**config.mk**
```make
export PLATFORM = sky130hd
export DESIGN_NAME = imem_boot_loader_flat
export DESIGN_NICKNAME = d
export VERILOG_FILES = /design/src/rtl/imem_boot_loader_if.sv /design/src/rtl/imem_boot_loader.sv /design/src/flat_wrapper.sv
export SDC_FILE = /design/constraint.sdc
export NUM_CORES = 1
export LEC_CHECK = 0
export BUFFER_PORTS_ARGS = -buffer_cell sky130_fd_sc_hd__buf_2
export CELL_PAD_IN_SITES_DETAIL_PLACEMENT = 0
export CELL_PAD_IN_SITES_GLOBAL_PLACEMENT = 1
export CORE_UTILIZATION = 27
export DETAILED_ROUTE_END_ITERATION = 8
export GPL_TIMING_DRIVEN = 1
export PLACE_DENSITY = 0.81
export SLEW_MARGIN = 20
export SYNTH_ARGS = -nofsm -noshare
export SYNTH_HDL_FRONTEND = slang
export SYNTH_SLANG_ARGS = --single-unit
```
**constraint.sdc**
```tcl
create_clock -name clk -period 2.05 [get_ports clk]
set_input_delay 0.5125 -clock clk [delete_from_list [all_inputs] [get_ports clk]]
set_output_delay 0.5125 -clock clk [all_outputs]
set_load 0.05 [all_outputs]
```
**src/rtl/imem_boot_loader_if.sv**
```systemverilog
// imem_boot_loader_if: program word stream plus instruction RAM address/write port of the boot loader
interface imem_boot_loader_if #(
    parameter int AW = 6,
    parameter int DW = 32
);
    logic          in_valid;
    logic [DW-1:0] in_data;
    logic          in_last;
    logic          in_ready;
    logic [AW-1:0] cpu_a;
    logic [AW-1:0] mem_a;
    logic          mem_we;
    logic [DW-1:0] mem_wd;
    modport master (output in_valid, in_data, in_last, cpu_a, input in_ready, mem_a, mem_we, mem_wd);
    modport slave (input in_valid, in_data, in_last, cpu_a, output in_ready, mem_a, mem_we, mem_wd);
endinterface

```
**src/rtl/imem_boot_loader.sv**
```systemverilog
// imem_boot_loader: streams a program into instruction RAM, NOP-fills the tail, then releases the core
module imem_boot_loader #(
    parameter int DEPTH = 64,
    parameter int AW = 6,
    parameter int DW = 32
) (
    input  logic              clk,
    input  logic              reset_n,
    input  logic              start,
    imem_boot_loader_if.slave bus,
    output logic              cpu_hold,
    output logic              done,
    output logic              err,
    output logic [AW:0]       word_count
);
    typedef enum logic [2:0] {IDLE, LOAD, FILL, RUN, ERROR} state_e;
    state_e        state_q, state_d;
    logic [AW-1:0] ptr_q, ptr_d;
    logic [AW:0]   cnt_q, cnt_d;
    logic          err_q, err_d;
    logic          at_end;
    assign at_end = ptr_q == AW'(DEPTH - 1);
    always_ff @(posedge clk or negedge reset_n) begin
        if (!reset_n) begin
            state_q <= IDLE;
            ptr_q   <= '0;
            cnt_q   <= '0;
            err_q   <= 1'b0;
        end else begin
            state_q <= state_d;
            ptr_q   <= ptr_d;
            cnt_q   <= cnt_d;
            err_q   <= err_d;
        end
    end
    always_comb begin
        state_d = state_q;
        ptr_d   = ptr_q;
        cnt_d   = cnt_q;
        err_d   = err_q;
        case (state_q)
            LOAD: if (bus.in_valid) begin
                ptr_d   = ptr_q + 1'b1;
                cnt_d   = cnt_q + 1'b1;
                state_d = bus.in_last ? (at_end ? RUN : FILL) : (at_end ? ERROR : LOAD);
                err_d   = !bus.in_last && at_end;
            end
            FILL: begin
                ptr_d   = ptr_q + 1'b1;
                state_d = at_end ? RUN : FILL;
            end
            // IDLE, RUN and ERROR all restart the same way
            default: if (start) begin
                state_d = LOAD;
                ptr_d   = '0;
                cnt_d   = '0;
                err_d   = 1'b0;
            end
        endcase
    end
    always_comb begin
        cpu_hold     = state_q != RUN;
        done         = state_q == RUN;
        bus.in_ready = state_q == LOAD;
        bus.mem_a    = state_q == RUN ? bus.cpu_a : ptr_q;
        bus.mem_we   = (state_q == LOAD && bus.in_valid) || state_q == FILL;
        bus.mem_wd   = state_q == LOAD ? bus.in_data : '0;
        err          = err_q;
        word_count   = cnt_q;
    end
endmodule

```
**src/flat_wrapper.sv**
```systemverilog
// flat-port wrapper written by rule: the top's interface ports become plain ports
module imem_boot_loader_flat 
#(
    parameter int DEPTH = 64,
    parameter int AW = 6,
    parameter int DW = 32
)
  (clk, reset_n, start, cpu_hold, done, err, word_count, bus_in_valid, bus_in_data, bus_in_last, bus_cpu_a, bus_in_ready, bus_mem_a, bus_mem_we, bus_mem_wd);
  imem_boot_loader_if #(.AW(AW), .DW(DW)) bus_i ();
  input  logic clk;
  input  logic reset_n;
  input  logic start;
  output logic cpu_hold;
  output logic done;
  output logic err;
  output logic [AW:0] word_count;
  input wire logic [$bits(bus_i.in_valid)-1:0] bus_in_valid;
  input wire logic [$bits(bus_i.in_data)-1:0] bus_in_data;
  input wire logic [$bits(bus_i.in_last)-1:0] bus_in_last;
  input wire logic [$bits(bus_i.cpu_a)-1:0] bus_cpu_a;
  output wire logic [$bits(bus_i.in_ready)-1:0] bus_in_ready;
  output wire logic [$bits(bus_i.mem_a)-1:0] bus_mem_a;
  output wire logic [$bits(bus_i.mem_we)-1:0] bus_mem_we;
  output wire logic [$bits(bus_i.mem_wd)-1:0] bus_mem_wd;
  assign bus_i.in_valid = bus_in_valid;
  assign bus_i.in_data = bus_in_data;
  assign bus_i.in_last = bus_in_last;
  assign bus_i.cpu_a = bus_cpu_a;
  assign bus_in_ready = bus_i.in_ready;
  assign bus_mem_a = bus_i.mem_a;
  assign bus_mem_we = bus_i.mem_we;
  assign bus_mem_wd = bus_i.mem_wd;
  imem_boot_loader #(.DEPTH(DEPTH), .AW(AW), .DW(DW)) u_core (.clk(clk), .reset_n(reset_n), .start(start), .bus(bus_i), .cpu_hold(cpu_hold), .done(done), .err(err), .word_count(word_count));
endmodule
```
; ---- Word level (Yosys, flattened, before mapping)
; Cells that the tools add are included.
[word_totals]
out_inout_bits = 50
word_cells = 38
regBits = 17
[classes]
eq_ne = 6
add_sub_neg = 2
bitwise_logic = 1
reduce_logical = 8
muxes = 17
[ops]
columns = cell, count
row1 = $mux W32, 1
row2 = $mux W6, 3
row3 = $mux W7, 2
row4 = $pmux W7 S2, 1
row5 = $mux W3, 4
row6 = $pmux W6 S2, 1
row7 = $add A7 B1 Y7 const B, 1
row8 = $add A6 B1 Y6 const B, 1
row9 = $eq A3 B2 Y1 const B, 2
row10 = $eq A6 B6 Y1 const B, 1
row11 = $pmux W3 S2, 1
row12 = $eq A3 B1 Y1 const B, 1
row13 = $mux W1, 3
row14 = $ne A3 B2 Y1 const B, 1
row15 = $reduce_and A3 Y1, 1
row16 = $reduce_bool A3 Y1, 1
row17 = $logic_and A1 B1 Y1, 2
row18 = $ne A2 B2 Y1 const B, 1
row19 = $pmux W1 S2, 1
row20 = $reduce_and A2 Y1, 1
row21 = $reduce_bool A2 Y1, 1
row22 = $logic_not A1 Y1, 1
row23 = $logic_or A1 B1 Y1, 1
row24 = $not A1 Y1, 1

; ---- Longest topological paths before layout
[depth]
depth_word = 5
depth_mapped = 6
depth_no_buf = 6

; ---- Worst setup path after synthesis
; Ideal clock, no wire load.
[synth_path]
kind = flip-flop to output port
from = register u_core.state_q[2]
to = output port bus_mem_wd[22]
slack_ns = -0.436
t_arrival_ns = 1.974
path_stages_with_launch = 5
required_time_ns = 1.537
cell_sequence = dfrtp_1 > buf_2 > nor3b_1 > clkbuf_1 > and2_1
[synth_via]
elab_chain_cells = 2
[synth_rtl]
columns = element, line
row1 = start: declaration, imem_boot_loader.sv:17  ; state_e state_q, state_d;
row2 = start signal: assignment, imem_boot_loader.sv:30  ; state_q <= state_d;
row3 = $eq A3 B1 Y1, -
row4 = via bus_in_ready, flat_wrapper.sv:21  ; output wire logic [$bits(bus_i.in_ready)-1:0] bus_in_ready;
row5 = $mux W32, imem_boot_loader.sv:67  ; bus.mem_wd = state_q == LOAD ? bus.in_data : '0;
row6 = end: declaration, flat_wrapper.sv:24  ; output wire logic [$bits(bus_i.mem_wd)-1:0] bus_mem_wd;
; The timed path passes the listed nets, and every way through them passes these cells.

; ---- Worst setup path after layout
[layout_path]
from = register u_core.state_q[2]
to = output port bus_mem_wd[21]
[layout_via]
elab_chain_cells = 2
[layout_rtl]
columns = element, line
row1 = $eq A3 B1 Y1, imem_boot_loader.sv:67
row2 = $mux W32, imem_boot_loader.sv:67
; No other way between the ends.

==> impl_metrics.yaml <==
global_route:
  antenna_found_initial: 0
  overflow: 0
  grt_pass1_vias: 1221
  grt_start_max_net_pins: 35
  grt_util_all_layers_pct: 15.1
  grt_pass1_wl_microns: 5860
placed_design:
  gp_congestion: 0.808
  place_inst: 284
  portBuffers: 92
  dpl_cell_area_sq_um: 1820
  dp_hpwl_microns: 2830
clock_tree:
  cts_tree: "built"
  cts-root-buf: "clkbuf_8"
  hold_buffers: 0
  clkLatencyLatePin_ns: 0.25
  path_clk_slew_ns: 0.06
  clkSinkCount: 17
  cts_made_buffers: 3
  htree_levels: 1
  cts_max_path_buffers: 2
timing:
  setup_viol: 0
  finalHoldViolCount: 0
  fin_worst_skew_ns: 0.00248
  period_needed_ns: 2.04
  slew_viol_final: 0
  finalCritPeriodShare_pct: 99.4
  rsz0062_at_grt: "yes"
  max_freq_ghz: 0.491
  worst_slew_pin_slew_ns: 0.405
  maxSlewHeadroom_pct: 72.8
finish:
  multi_input_area_sq_um: 815
  fill_cells: 390
  seq_area_sq_um: 429
  n_antenna_cell: 0
  nets: 289
  final_area_sq_um: 2260
  final_cells: 294
  drive_above_1_share_pct: 62.0
  area_growth_pct: 83.6
logic_synthesis:
  synth.area.top_cells: "dfrtp_1, and2_1, mux2_2"
  synthMostInstantiatedCell: "and2_1"
  synth_area_leader_cell: "dfrtp_1"
  syn-num-nets: 186
  synth_cells: 140
  synth_adder_area_share_pct: 3.05
  ys_ff_latch: 17
  synth_top_area_share_pct: 34.6
  synth_xor_area_share_pct: 1.42
  synth-simple-area-share_pct: 31.2
  netlist_area_sq_um: 1230
  syn_area_per_cell_sq_um: 8.79
  ys_seq_area_share_pct: 34.6
  yosysWarnings: 0
  synthTopCellsByCount: "and2_1, dfrtp_1, o21ai_0"
  synth-edff-count: 0
  async_flop_share_pct: 100
  synth-compound-area-share_pct: 18.5
  synth-main-ff-cell: "dfrtp_1"
  synthMuxAreaShare_pct: 6.40
  synth.distinct_cells: 36
  synth_top_family_by_area: "simple AND/OR/NAND/NOR gates"
setup_path:
  start_kind: "flip-flop"
  path_max_fanout: 9
  cp_data_required_time_ns: 1.54
  cp_slowest_cell: "dfrtp_2"
  worstPathArrival_ns: 1.53
  crit_path_frequent_cell: "buf_6"
  cp-end-kind: "primary output"
  cp_slowest_stage_delay_ns: 0.44
  path_cells: "nor3b_4, buf_6, clkbuf_16, and2_2, buf_6"
  crit_type: "flip-flop to primary output"
power:
  p_total_w: 0.00430
  peakVddDrop_v: 0.00116
  power.density_nw_per_um2: 1900
  cellLeakagePower_nw: 1.16
floorplanning:
  ios: 93
  coreArea_sq_um: 4350
  num_rows: 24
  die_w_microns: 69.5
  dieArea_sq_um: 4830
  initial_utilization_pct: 28.3
  die_h_microns: 69.5
route:
  drc: 0
  num_vias: 1426
  drtPass1Iterations: 4
  wire_per_inst_microns: 13.5
  final_antenna_net_count: 0
  wirelength_microns: 3970
  initialDrtViolationCount: 83
  viasPerCell: 4.85
status:
  status: "finished, final reports clean"
worst_hold_path:
  worstHoldPathType: "primary input to asynchronous set/reset pin"
job:
  maxCapViolCount: 0
## power breakdown
part           total [W]  switching [W]  internal, W
clock           0.000246       0.000108     0.000138
sequential      0.000576       0.000135     0.000441
combinational    0.00348        0.00207      0.00141
total            0.00430        0.00231      0.00199
## per-layer routing
metal	GRT usage (%)	wire (microns)	vias to the layer above
li1	-	-	693
met1	18.7	1620	664
met2	26.0	2040	65
met3	2.47	246	4
met4	6.12	55	0
met5	0	0	-
## metrics by stage
step           util [%]  hold slack [ns]  setup TNS (ns)  worst slack, ns
3_3_place_gp       41.8            0.464               0            0.166
5_1_grt            51.9            0.197          -0.335          -0.0303
3_5_place_dp       41.8            0.459               0            0.133
4_1_cts            46.0            0.192               0          0.00562
2_1_floorplan         -            0.217          -0.796          -0.0938
6_report           51.9            0.179               0           0.0124
## logic make-up after synthesis
logic type,after synthesis
and+or+nand+nor,66
xor gates and xnor gates,2
adders and majority gates,3
DFF,17
buffers and inverters,13
muxes,7
AOI/OAI and AO/OA,32
## timing repair
action | in CTS | in global routing
pin swaps | 1 | 2
buffers inserted | 1 | 3
gates resized for setup | 48 | 57
cloned | 0 | 2
endpoints found under the setup margin | 40 | 39
## worst max-delay path: cells and delay by family, from the launching register on
kind / cells / cell delay, ns
buffers and inverters: 3 / 0.45
flip-flops: 1 / 0.44
AND/OR/NAND/NOR: 2 / 0.38
## state kept, by name, summed over array words and instances, names as in the netlist
register / flops
u_core.ptr_q: 6
u_core.err: 1
u_core.state_q: 3
u_core.word_count: 7
## area by class of cell
cell class | instances | area share, %
multi-input combinational | 110 | 36.0
tap | 52 | 2.88
inverter | 6 | 0.996
timing repair buffer | 105 | 39.1
clock buffer | 4 | 1.99
sequential | 17 | 19.0
## worst paths after layout
| kind | from | endpoint | slack, ns | cells after the start |
|---|---|---|---|---|
| worst max-delay path | u_core.state_q[2] | bus_mem_wd[21] | 0.01 | 5 |
| worst min-delay path | reset_n | u_core.ptr_q[4] | 0.18 | 1 |
| worst max register to register | u_core.state_q[0] | u_core.ptr_q[5] | 0.16 | 5 |
| worst min register to register | u_core.ptr_q[5] | u_core.ptr_q[5] | 0.50 | 1 |
| max in group asynchronous | reset_n | u_core.state_q[0] | 1.57 | 1 |
| min in group clk | u_core.ptr_q[5] | u_core.ptr_q[5] | 0.50 | 1 |
## placed cells by master, fill, tap and decap left out, types with 2 or more instances in the layout
cell      Yosys  final
and2_1       32      7
buf_4         0     10
clkbuf_8      0      3
buf_2         3     53
and3_1        2      2
o21ai_0      11     11
nor2_1        3      3
nor3_1        4      4
mux2_2        7      7
ha_1          3      3
dfrtp_1      17     14
and2_2        0     15
buf_8         0     13
dfrtp_2       0      3
and2_4        0     10
a21oi_1       4      3
a21o_1        4      4
nand2_1       7      6
inv_1         6      6
o31ai_1       2      2
buf_6         1     27
nand3b_1      2      2
a311oi_1      2      2
nand3_1       7      7
xnor2_1       2      2
Power figures use the tool's default switching activity.
